$ cat src/rtl/out_decimator.sv
// Output decimator: offset-binary to two's complement, pick/average by OSR,
// then a ready/valid FIFO toward the consumer. Never stalls upstream; overruns are flagged.
module out_decimator #(
    parameter int OUT_WIDTH  = 24,
    parameter int OSR        = 1,
    parameter int MODE       = 0,
    parameter int FIFO_DEPTH = 16
) (
    input  logic                                 clk,
    input  logic                                 rst,
    input  logic [OUT_WIDTH-1:0]                 in_data,
    input  logic                                 in_valid,
    output logic [OUT_WIDTH-1:0]                 out_data,
    output logic                                 out_valid,
    input  logic                                 out_ready,
    output logic [$clog2(FIFO_DEPTH+1)-1:0]      fill,
    output logic                                 overflow
);

    localparam int LOG2  = $clog2(OSR);
    localparam int PH_W  = (OSR > 1) ? $clog2(OSR) : 1;
    localparam int ACC_W = OUT_WIDTH + LOG2;
    localparam int AW    = (FIFO_DEPTH > 1) ? $clog2(FIFO_DEPTH) : 1;
    localparam int FW    = $clog2(FIFO_DEPTH + 1);

    localparam logic [PH_W-1:0] PH_LAST = PH_W'(OSR - 1);

    logic signed [OUT_WIDTH-1:0] s;
    logic [PH_W-1:0]             ph;
    logic [OUT_WIDTH-1:0]        stage;
    logic                        stageV;

    // Flipping the MSB turns offset-binary into two's complement.
    assign s = {~in_data[OUT_WIDTH-1], in_data[OUT_WIDTH-2:0]};

    // NOTE: clocked state uses non-blocking assignments so every register samples pre-edge values.
    always_ff @(posedge clk) begin
        if (!rst) begin
            ph <= '0;
        end else if (!in_valid || ph == PH_LAST) begin
            ph <= '0;
        end else begin
            ph <= ph + PH_W'(1);
        end
    end

    generate
        if (MODE == 1) begin : gAvg
            logic signed [ACC_W-1:0] acc;
            logic signed [ACC_W-1:0] sExt;
            logic signed [ACC_W-1:0] accNext;

            assign sExt    = ACC_W'(s);
            // Phase 0 starts a fresh group, so a stale partial sum never leaks in.
            assign accNext = ((ph == '0) ? '0 : acc) + sExt;

            always_ff @(posedge clk) begin
                if (!rst) begin
                    acc    <= '0;
                    stage  <= '0;
                    stageV <= 1'b0;
                end else begin
                    stageV <= 1'b0;
                    if (in_valid) begin
                        acc <= accNext;
                        if (ph == PH_LAST) begin
                            stage  <= OUT_WIDTH'(accNext >>> LOG2);
                            stageV <= 1'b1;
                        end
                    end
                end
            end
        end else begin : gPick
            always_ff @(posedge clk) begin
                if (!rst) begin
                    stage  <= '0;
                    stageV <= 1'b0;
                end else begin
                    stageV <= in_valid && (ph == '0);
                    if (in_valid && ph == '0) begin
                        stage <= s;
                    end
                end
            end
        end
    endgenerate

    logic [OUT_WIDTH-1:0] mem [FIFO_DEPTH];
    logic [AW-1:0]        wrPtr;
    logic [AW-1:0]        rdPtr;
    logic                 full;
    logic                 doPop;
    logic                 doPush;

    assign out_valid = (fill != '0);
    assign full      = (fill == FW'(FIFO_DEPTH));
    assign doPop     = out_valid && out_ready;
    // A pop on the same edge frees the slot, so a full FIFO can still accept.
    assign doPush    = stageV && (!full || doPop);
    assign out_data  = out_valid ? mem[rdPtr] : '0;

    // NOTE: the storage array has no reset; fill gates its contents, so stale entries are never visible.
    always_ff @(posedge clk) begin
        if (doPush) begin
            mem[wrPtr] <= stage;
        end
    end

    always_ff @(posedge clk) begin
        if (!rst) begin
            wrPtr    <= '0;
            rdPtr    <= '0;
            fill     <= '0;
            overflow <= 1'b0;
        end else begin
            if (doPush) begin
                wrPtr <= wrPtr + AW'(1);
            end
            if (doPop) begin
                rdPtr <= rdPtr + AW'(1);
            end
            case ({doPush, doPop})
                2'b10:   fill <= fill + FW'(1);
                2'b01:   fill <= fill - FW'(1);
                default: fill <= fill;
            endcase
            if (stageV && !doPush) begin
                overflow <= 1'b1;
            end
        end
    end

endmodule

$ cat config.mk
export PLATFORM = sky130hd
export DESIGN_NAME = out_decimator
export DESIGN_NICKNAME = d
export VERILOG_FILES = /design/src/rtl/out_decimator.sv
export SDC_FILE = /design/constraint.sdc
export NUM_CORES = 1
export LEC_CHECK = 0
export BUFFER_PORTS_ARGS = -buffer_cell sky130_fd_sc_hd__buf_2
export CAP_MARGIN = 15
export CORE_MARGIN = 2
export CORE_UTILIZATION = 41
export DETAILED_ROUTE_END_ITERATION = 10
export GPL_TIMING_DRIVEN = 0
export PLACE_DENSITY = 0.62
export SYNTH_ARGS = -nofsm -noshare
export SYNTH_HDL_FRONTEND = slang
export SYNTH_SLANG_ARGS = --single-unit
$ cat constraint.sdc
create_clock -name clk -period 4.8 [get_ports clk]
set_clock_uncertainty 0.2 [all_clocks]
set_input_delay 0.48 -clock clk [delete_from_list [all_inputs] [get_ports clk]]
set_output_delay 0.48 -clock clk [all_outputs]
set_load 0.005 [all_outputs]
* After elaboration in Yosys (flattened, before gate mapping)
Memory sizes are Yosys's and may differ from the RTL's. A register that Yosys moved wholly into a read port is not among the register bits.
Cells that the tools add are included.
** Storage, ports and cells
- Register bits :: 40
- Bits in latches :: 0
- Bits in writable memories :: 384
- Bits in read-only memories :: 0
- Word-level logic and storage cells :: 37
- Memories :: 1
** Memories
- mem :: words 16, width 24, rd ports 1, clocked after Yosys merged registers in 1, write ports 1, line 88 : logic [OUT_WIDTH-1:0] mem [FIFO_DEPTH];
** Operators by class
- Add/sub/neg operators :: 5
- Multipliers :: 0
- Div/mod/pow operators :: 0
- $lt $le $gt $ge :: 0
- Equality and inequality tests :: 3
- Shift-type cells :: 0
- Mux-type cells :: 6
- Bitwise logic cells :: 3
- Reduce and logical (&&, ||, !) cells :: 12
** Operator list (number)
- two-way mux 24 bit :: 1
- one-hot mux 5 bit (2 select lines) :: 1
- adder 4 x 1 -> 4 bit (second input constant) :: 2
- two-way mux 4 bit :: 2
- adder 5 x 1 -> 5 bit (second input constant) :: 1
- == test 5 bit (second input constant) :: 1
- nonzero test 5 bit :: 1
- subtractor 5 x 1 -> 5 bit (second input constant) :: 1
- logical AND 1 bit :: 4
- zero test 1 bit :: 3
- NOT 1 bit :: 3
- == test 2 x 1 -> 1 bit (second input constant) :: 1
- == test 2 bit (second input constant) :: 1
- logical OR 1 bit :: 2
- two-way mux 1 bit :: 2
- nonzero test 2 bit :: 1
- OR reduction 2 bit :: 1
- adder 1 bit (second input constant) :: 1

* Depth between registers and ports, before layout
- Depth after elaboration :: 6
- Depth in mapped cells :: 7

* Least setup slack after synthesis
No wires, ideal clock.
- Path kind :: flip-flop to flip-flop
- Start point :: register fill[0]
- End point :: register fill[4]
- Setup time :: 0.120 ns
- Arrival time :: 2.107 ns
- Setup slack :: 2.373 ns
- Stages on the path, launching flop included :: 7
- Buffers on the path :: 0
- Clock period less this slack :: 2.427 ns
- Cell sequence :: dfxtp_1 nor4_2 a21oi_1 fa_1 and3_1 o311a_1 o31a_1
** On the way
- Longest elaborated chain between the ends :: 6
** Ends and longest elaborated chain
- from (decl) :: line 16 : output logic [$clog2(FIFO_DEPTH+1)-1:0] fill,
- from (signal assigned) :: line 123 : 2'b10: fill <= fill + FW'(1);
- from (signal assigned) :: line 124 : 2'b01: fill <= fill - FW'(1);
- from (signal assigned) :: line 125 : default: fill <= fill;
- == test 5 bit / nonzero test 5 bit (equally long branches) :: line 96, 95
- zero test 1 bit / logical AND 1 bit (equally long branches) :: line 99, 97
- logical OR 1 bit :: line 99 : assign doPush = stageV && (!full || doPop);
- logical AND 1 bit :: line 99
- == test 2 x 1 -> 1 bit / == test 2 bit (equally long branches) :: line 122 : case ({doPush, doPop})
- one-hot mux 5 bit (2 select lines) / nonzero test 2 bit (equally long branches)
Parallel ways exist; a longest one is shown, timed or not.
A chain may end at the register's enable or synchronous reset.

* Worst setup path after layout
- Start point :: register fill[0]
- End point :: output port out_data[16]
** On the way
- Longest elaborated chain between the ends :: 2
** Ends and longest elaborated chain
- nonzero test 5 bit :: line 95 : assign out_valid = (fill != '0);
- two-way mux 24 bit :: line 100 : assign out_data = out_valid ? mem[rdPtr] : '0;
- to (decl) :: line 13 : output logic [OUT_WIDTH-1:0] out_data,
No other way between the ends.

==> impl_metrics.toml <==
[timing]
fmax_ghz = 0.272
setup-tns-final_ns = 0
fin_crit_sh_pct = 76.7
drv_slew = 0
relSlewSlack_pct = 30.0
rsz0062_at_grt = "false"
setup_viol = 0
whs_ns = 0.0139
worst_slew_pin_slew_ns = 1.05
worst_slack_ns = 1.12
period_needed_ns = 3.68
final-hold-violation-count = 0

[drt]
num_vias = 8342
routedWlPerCell_microns = 23.8
firstDrtPassIters = 5
drt_iter0_markers = 795
antenna_left = 0
wl_mm = 36.3
routed_via_density = 5.46
drc = 0

[clock_tree]
ctsHtreeMaxLevel = 2
clock_latency_ns = 0.53
root_buffer = "clkbuf_16"
cts.clk_slew.worst_paths_ns = 0.06
cts_sinks = 428
cts-resized-gates = 0
cts_buffer_depth = 3
cts_tree = "built"
post_cts_buffers = 0
cts_made_buffers = 43
cts_hold_buf = 13

[die]
die_x_microns = 205
fp.coreArea_sq_mm = 0.0398
fp.dieH_microns = 205
ios = 59
die-area_sq_mm = 0.0421
initial_core_util_pct = 41.7
rows = 73

[power_and_ir_drop]
p_leak_uw = 0.00620
finalPower_uw = 9260
power_density_mw_per_mm2 = 483
peakVddDrop_mv = 0.436

[synth]
synth_edf_count = 384
syn-instance-count = 849
synth.distinct_cells = 42
synthArstFlopShare_pct = 0
synth-seq-area-share_pct = 74.8
ys_ff_latch = 428
synth_fp_nets = 886
avgSynthCellArea_sq_um = 19.5
syn_area_sq_mm = 0.0166
synthFlopType = "edfxtp_1"
ys_warn_count = 0

[cells_and_area]
layout.nets = 1007
register_area_sq_mm = 0.0124
multi_input_comb_area_sq_mm = 0.00396
syn2layout_area_growth_pct = 15.5
n_antenna_cell = 0
stdcell_area_sq_mm = 0.0192
drive_above_1_share_pct = 25.7
fill_cells = 3385

[placed_design]
pre_cts_ws_ns = 1.64
port_buffers = 58
placed_area_sq_mm = 0.0177
place_hpwl_mm = 22.2
gp_congestion = 0.714

[worst_setup_path]
critical-path-max-stage-delay_ns = 0.45
cp.required_ns = 4.12
cp-start-kind = "flop"
cp_slowest_cell = "nor4_2"
crit_arrival_ns = 3.00
crit_fanout = 10
worstPathCellList = "nor4_2, nand2_1, nand2b_1, clkbuf_1, buf_2, o211ai_1, buf_2"
cp_common_cell = "buf_2"
cp-end-kind = "output port"
path_class = "reg2out"

[grt]
grt_pass1_vias = 8634
grt_first_pass_wirelength_mm = 54.5
grt_use_total_pct = 17.9
grt-ovfl-total = 0
grt_max_degree = 25
antenna_found_initial = 0

[run_status]
outcome = "finished clean"

[run]
maxCapViolCount = 0

[min_path]
hold_class = "in2reg"
## cells in the mapped netlist, types with 2 or more instances
library cell    n  area, sq um
edfxtp_1      384        11500
mux4_2         96         2160
nand2_1        60          225
nand3_1        52          260
dfxtp_1        44          881
mux2i_1        29          290
a21boi_0       25          188
clkbuf_1       24         90.1
o211ai_1       24          180
buf_2          22          110
and2_1         11         68.8
and3_1          9         56.3
ha_1            8          100
nor2_1          8         30.0
nand2b_1        7         43.8
and4_1          4         35.0
o21a_1          4         30.0
xnor2_1         4         35.0
inv_1           3         11.3
o21ai_0         3         15.0
buf_1           2         7.51
buf_4           2         15.0
nor2b_1         2         12.5
nor3_1          2         10.0
o211ai_2        2         25.0
o21ai_4         2         32.5
## worst paths after layout
| check | startpoint | cells past startpoint | to | slack (ns) |
|---|---|---|---|---|
| worst max-delay path | fill[0]$_SDFFE_PN0P_ | 7 | out_data[16] | 1.12 |
| worst min-delay path | in_data[16] | 3 | stage[16]$_SDFFE_PN0P_ | 0.01 |
| worst max register to register | fill[0]$_SDFFE_PN0P_ | 6 | fill[4]$_SDFFE_PN0P_ | 2.12 |
| worst min register to register | overflow$_SDFFE_PN0P_ | 1 | overflow$_SDFFE_PN0P_ | 0.26 |
## routing by layer
layer | share of wire, % | vias up | routed length [microns] | global-route usage [%]
met5 | 0 | - | 0 | 0
met4 | 2.0 | 0 | 731 | 4.47
met3 | 5.2 | 46 | 1890 | 2.98
met2 | 50 | 237 | 18300 | 30.3
met1 | 43 | 4377 | 15500 | 24.2
li1 | - | 3682 | - | -
## critical path: cells and delay by family, from the launching register on
family                 cells  cell delay [ns]
AND/OR/NAND/NOR            3             0.92
AO/OA/AOI/OAI              1             0.25
buffers and inverters      3             0.91
flip-flops                 1             0.39
## layout by cell type (no fill, tap or decap), drive strengths merged, types with 5 or more instances in the layout
| cell | synthesis | final |
|---|---|---|
| edfxtp | 384 | 384 |
| mux4 | 96 | 96 |
| clkbuf | 24 | 90 |
| buf | 26 | 89 |
| nand2 | 60 | 60 |
| nand3 | 52 | 52 |
| dfxtp | 44 | 44 |
| mux2i | 29 | 29 |
| a21boi | 26 | 26 |
| o211ai | 26 | 26 |
| dlygate4sd3 | 0 | 13 |
| and2 | 11 | 11 |
| and3 | 9 | 9 |
| clkinv | 0 | 9 |
| nor2 | 8 | 8 |
| ha | 8 | 8 |
| nand2b | 7 | 7 |
| o21a | 5 | 5 |
| o21ai | 5 | 5 |
## logic make-up after synthesis
kind of cell | share of synthesized area (%)
AO/OA/AOI/OAI | 3.39
XOR/XNOR | 0.264
adder cells (fa/ha/maj) | 0.724
buffers and inverters | 1.41
flip-flops | 74.8
multiplexers | 14.8
other | 0.0226
AND/OR/NAND/NOR | 4.63
## through the flow
stage,util [%],std cells
finish,48.1,1528
global route,48.1,1528
CTS,48.1,1528
detailed placement,44.4,1437
global placement,44.1,1432
floorplan,-,849
## cell type report
cell class / instances / area share, %
buffer: 50 / 1.16
clock buffer: 66 / 6.48
clock inverter: 12 / 0.555
inverter: 3 / 0.0588
multi-input combinational: 368 / 20.7
sequential: 428 / 64.8
tap: 525 / 3.43
timing repair buffer: 76 / 2.85
## registers in the layout, indices dropped and copies added (netlist names), named ones only
name / cells
fill: 5
mem: 384
overflow: 1
ph: 1
rdPtr: 4
stage: 24
stageV: 1
wrPtr: 4
## where the power goes
group	internal, uW	switching, uW
Combinational	754	1120
Sequential	4100	84.0
Clock	1880	1320
No activity file was read; power rests on OpenSTA's default activity.
